$ cat src/rtl/if_prefetch.sv
// ============================================================================
// if_prefetch : instruction prefetch queue fed by a combinational ROM
// Rev 1.0 : initial release
// ============================================================================
`default_nettype none

module if_prefetch #(
  parameter int DEPTH = 4,
  parameter int PCW   = 8
) (
  input  logic           clk,
  input  logic           rst,
  output logic [PCW-1:0] rom_addr,
  input  logic [31:0]    rom_instr,
  input  logic           stall_i,
  input  logic           branch_i,
  input  logic           alu_zero_i,
  input  logic [PCW-1:0] pc_branch_i,
  input  logic           jmp_i,
  input  logic [PCW-1:0] pc_jmp_i,
  output logic [31:0]    instr_o,
  output logic [PCW-1:0] next_pc_o,
  output logic           valid_o,
  output logic           flush_o
);

  localparam int PTRW = (DEPTH > 1) ? $clog2(DEPTH) : 1;
  localparam int CNTW = $clog2(DEPTH + 1);
  localparam logic [CNTW-1:0] FULL_CNT = CNTW'(DEPTH);

  logic [PCW-1:0]  fetch_pc_q, fetch_pc_d;
  logic [PTRW-1:0] rd_ptr_q, rd_ptr_d;
  logic [PTRW-1:0] wr_ptr_q, wr_ptr_d;
  logic [CNTW-1:0] count_q, count_d;
  logic            flush_q, flush_d;

  logic [31:0]     instr_mem_q [DEPTH];
  logic [PCW-1:0]  npc_mem_q   [DEPTH];

  logic            w_taken;
  logic            w_redirect;
  logic [PCW-1:0]  w_target;
  logic [PCW-1:0]  w_fetch_pc_inc;
  logic            w_push;
  logic            w_pop;

  assign w_taken        = branch_i && alu_zero_i;
  assign w_redirect     = w_taken || jmp_i;
  assign w_target       = w_taken ? pc_branch_i : pc_jmp_i;
  assign w_fetch_pc_inc = fetch_pc_q + PCW'(1);

  assign valid_o   = (count_q != '0);
  assign instr_o   = instr_mem_q[rd_ptr_q];
  assign next_pc_o = npc_mem_q[rd_ptr_q];
  assign rom_addr  = fetch_pc_q;
  assign flush_o   = flush_q;

  // A redirect suppresses both ends of the queue so stale entries never leak.
  assign w_pop  = valid_o && !stall_i && !w_redirect;
  assign w_push = !w_redirect && ((count_q < FULL_CNT) || w_pop);

  always_comb begin
    fetch_pc_d = fetch_pc_q;
    rd_ptr_d   = rd_ptr_q;
    wr_ptr_d   = wr_ptr_q;
    count_d    = count_q;
    flush_d    = w_redirect;
    if (w_redirect) begin
      fetch_pc_d = w_target;
      rd_ptr_d   = '0;
      wr_ptr_d   = '0;
      count_d    = '0;
    end else begin
      if (w_push) begin
        fetch_pc_d = w_fetch_pc_inc;
        wr_ptr_d   = wr_ptr_q + PTRW'(1);
      end
      if (w_pop) begin
        rd_ptr_d = rd_ptr_q + PTRW'(1);
      end
      case ({w_push, w_pop})
        2'b10:   count_d = count_q + CNTW'(1);
        2'b01:   count_d = count_q - CNTW'(1);
        default: count_d = count_q;
      endcase
    end
  end

  always_ff @(posedge clk or negedge rst) begin
    if (!rst) begin
      fetch_pc_q <= '0;
      rd_ptr_q   <= '0;
      wr_ptr_q   <= '0;
      count_q    <= '0;
      flush_q    <= 1'b0;
    end else begin
      fetch_pc_q <= fetch_pc_d;
      rd_ptr_q   <= rd_ptr_d;
      wr_ptr_q   <= wr_ptr_d;
      count_q    <= count_d;
      flush_q    <= flush_d;
    end
  end

  // Queue storage carries no reset; validity is tracked by count alone.
  always_ff @(posedge clk) begin
    if (w_push) begin
      instr_mem_q[wr_ptr_q] <= rom_instr;
      npc_mem_q[wr_ptr_q]   <= w_fetch_pc_inc;
    end
  end

endmodule

`default_nettype wire
$ cat config.mk
export PLATFORM = sky130hd
export DESIGN_NAME = if_prefetch
export DESIGN_NICKNAME = d
export VERILOG_FILES = /design/src/rtl/if_prefetch.sv
export SDC_FILE = /design/constraint.sdc
export NUM_CORES = 1
export LEC_CHECK = 0
export ABC_AREA = 1
export CORE_MARGIN = 1
export CORE_UTILIZATION = 30
export CTS_BUF_LIST = sky130_fd_sc_hd__clkbuf_4 sky130_fd_sc_hd__clkbuf_8 sky130_fd_sc_hd__clkbuf_16
export DETAILED_ROUTE_END_ITERATION = 12
export SYNTH_ARGS = -nofsm -noshare
export SYNTH_HDL_FRONTEND = slang
export SYNTH_SLANG_ARGS = --single-unit
$ cat constraint.sdc
create_clock -name clk -period 2.35 [get_ports clk]
set_clock_uncertainty 0.15 [all_clocks]
set_input_delay 0.47 -clock clk [delete_from_list [all_inputs] [get_ports clk]]
set_output_delay 0.47 -clock clk [all_outputs]
set_load 0.02 [all_outputs]
==> key figures <==
Synthesis
  • Synth Register Bits: 176
  • Sequential share of the synthesized area: 75.0%
  • Yosys warning total: 0
  • Most common library cells after synthesis: 160 x edfxtp_1, 95 x o21ai_0, 90 x nor2_1
  • Largest area contributor in the netlist: edfxtp_1
  • Top_reg_cell synth: edfxtp_1
  • Cell with the most instances after synthesis: edfxtp_1
  • Syn avg cell area: 12.9 sq um
  • Post-synth cell types: 22
  • Post-synthesis async set-or-reset flop share: 9.09%
  • Mapped Area: 6940 sq um
  • Synth top area share: 69.2%
  • Post-synth EDFFs: 160
  • Post-Synthesis Cells: 537
  • Area contributors post-synth: edfxtp_1 69%, o21ai_0 6.9%, dfrtp_1 5.8%
  • Syn Nets: 598

Worst setup path
  • Reg-to-reg slack, setup: 0.34 ns
  • Worst R2R End: instr_mem_q[1][24]$_DFFE_PP_
  • Last element of the critical path: instr_o[16]
  • R2R Path Start: count_q[0]$_DFFE_PN0P_
  • CP startpoint: rd_ptr_q[0]$_DFFE_PN0P_
  • Max FO, Critical Path: 18
  • Worst R2R Path Depth: 8
  • WS Path Type: register to output pin
  • Setup crit end kind: output pin
  • CP Data Arrival Time: 1.73 ns
  • Crit path required time: 1.73 ns
  • Setup crit start kind: register

CTS
  • CTS root buf: clkbuf_16
  • CTS tree: done
  • Htree depth: 4
  • Clock slew at reported path FFs: 0.07 ns
  • Worst skew pair latency: 0.42 ns
  • CTS sink count: 176
  • Clock buffer depth: 2
  • Total CTS buffers: 17
  • CTS Hold Bufs: 0

Routing
  • Drt wl/cell: 16.6 um
  • Final WL: 16.0 mm
  • Total number of vias: 4,520
  • Drt drc: 0
  • Vias/cell: 4.68
  • Pre-Repair DR Iteration Count: 4
  • Antenna-violating nets left: 0
  • DR iter-0 viols: 244

Power
  • Net switching power: 1820 uW
  • Part of the power in registers: 49.8%
  • Leakage: 0.00333 uW
  • Worst vdd ir: 0.407 mV
  • Clk pwr share: 35.8%
  • Pwr Density: 795 nW/um^2
  • Sw Share: 24.8%
  • P_int: 5520 uW
  • Logic gate share of total power: 14.4%

Floorplan
  • Row cnt: 55
  • Die area: 23,700 sq um
  • Die height: 154 um
  • Die W: 154 um
  • Starting Density: 30.6%
  • I/O pin count: 104
  • Core area: 22,600 sq um

STA
  • Setup_tns: 0 ns
  • Hold Vio Cnt, Final: 0
  • Worst-Margin Slew: 0.407 ns
  • Relative slew slack: 72.7%
  • Fin. max-slew vios: 0
  • RSZ-0062 raised after global routing: yes
  • Setup ws final: 0.00342 ns
  • Period utilization: 99.9%
  • FMAX: 426 MHz
  • Min Tclk post-route: 2.35 ns
  • Finish-stage setup viols: 0

Placed design
  • Gpl congestion: 0.734
  • Placement Setup Slack: 0.00978 ns
  • PortBufs: 103
  • Post-DP HPWL: 9.83 mm

Global routing
  • First-pass GRT wire length: 24.0 mm
  • Antenna violations before repair: 0
  • Total gr overflow: 0
  • Largest net degree at the start of global routing: 37
  • Number of global-route vias before repair: 4,399
  • Total Routing Usage GR: 13.5%

Final layout
  • Final Net Count: 728
  • Area grow syn2layout: 33.1%
  • Layout cells sized above 1: 18.7%
  • Antenna cells: 0

Outcome
  • Status: complete, no violations

Worst hold path
  • HP Class: primary input to async pin

Run
  • Max Cap Viol: 0
-- cell usage in the layout, fill, tap and decap left out, drive strengths merged --
master         Yosys  layout
edfxtp           160     160
o21ai             95      95
nor2              90      90
buf                7      72
clkdlybuf4s50      0      62
nand2             59      59
o22ai             40      40
clkbuf            21      22
inv               22      21
dfrtp             16      16
nand3             14      14
clkinvlp           0       8
ha                 7       7
clkinv             0       5
a21oi              3       3
xnor2              2       2
xor2               1       1
bufinv             0       1
dlygate4sd2        0       1
clkdlybuf4s15      0       1
-- registers in the layout (all words and copies together), names as in the netlist --
| name | flops |
|---|---|
| instr_mem_q | 128 |
| npc_mem_q | 32 |
| rom_addr | 8 |
| count_q | 3 |
| rd_ptr_q | 2 |
| wr_ptr_q | 2 |
| flush_o | 1 |
-- worst max-delay path, cell delays in order (launching register included) --
cell,delay (ns)
dfrtp_2,0.48
inv_6,0.14
clkbuf_16,0.19
nor2_1,0.05
o22ai_1,0.16
clkdlybuf4s15_2,0.28
-- cells by family after synthesis --
logic type	share of synthesized area [%]
XOR/XNOR	0.379
buffers and inverters	2.90
AND/OR/NAND/NOR	9.72
adder cells (fa/ha/maj)	1.26
AO/OA/AOI/OAI	10.7
flip-flops	75.0
-- routing by layer --
metal | wire length (um) | part of all wire, % | global-route usage [%]
met4 | 155 | 0.97 | 4.29
met3 | 660 | 4.1 | 3.64
met2 | 7900 | 49 | 22.4
met1 | 7280 | 46 | 17.3
met5 | 0 | 0 | 0
-- through the flow --
step	instance area, sq um	cells	total power, uW	hold slack [ns]	utilization, %
after detailed placement	8640	928	4790	0.370	38.2
after global routing	9240	965	7640	0.232	40.8
final	9240	965	7340	0.223	40.8
after global placement	8640	928	4780	0.359	38.2
after CTS	9120	961	7370	0.213	40.3
after floorplan	6950	537	4220	0.0244	-
-- cell type report --
type	instances	area, sq um
flip-flops and latches	176	5210
fillers	2113	13400
clock inverters	13	113
well taps	285	357
repair buffers	139	1460
multi-input cells	311	1560
clock buffers	19	440
inverters	22	103
-- how the worst min path moves through the flow --
stage / startpoint / to / slack, ns
2_1_floorplan: rst / count_q[0]$_DFFE_PN0P_ / 0.02
3_3_place_gp: count_q[1]$_DFFE_PN0P_ / count_q[1]$_DFFE_PN0P_ / 0.36
3_5_place_dp: count_q[1]$_DFFE_PN0P_ / count_q[1]$_DFFE_PN0P_ / 0.37
4_1_cts: rst / rom_addr[7]$_DFFE_PN0P_ / 0.21
5_1_grt: rst / rom_addr[7]$_DFFE_PN0P_ / 0.23
6_report: rst / rom_addr[7]$_DFFE_PN0P_ / 0.22
-- repair_timing --
item | in CTS | in global routing
endpoints found under the setup margin | 40 | 29
resized for setup | 166 | 42
pin swaps | 2 | 5
buffers inserted | 0 | 1
cloned | 1 | 3
hold endpoints to repair | 0 | 0
-- power by group through the flow --
stage / clock, uW / sequential (uW) / combinational (uW)
3_3_place_gp: 0 / 3720 / 1060
4_1_cts: 2700 / 3660 / 1020
5_1_grt: 2830 / 3670 / 1150
6_report: 2620 / 3660 / 1060
3_5_place_dp: 0 / 3720 / 1070
2_1_floorplan: 0 / 3730 / 485
No activity file was read; power rests on OpenSTA's default activity.
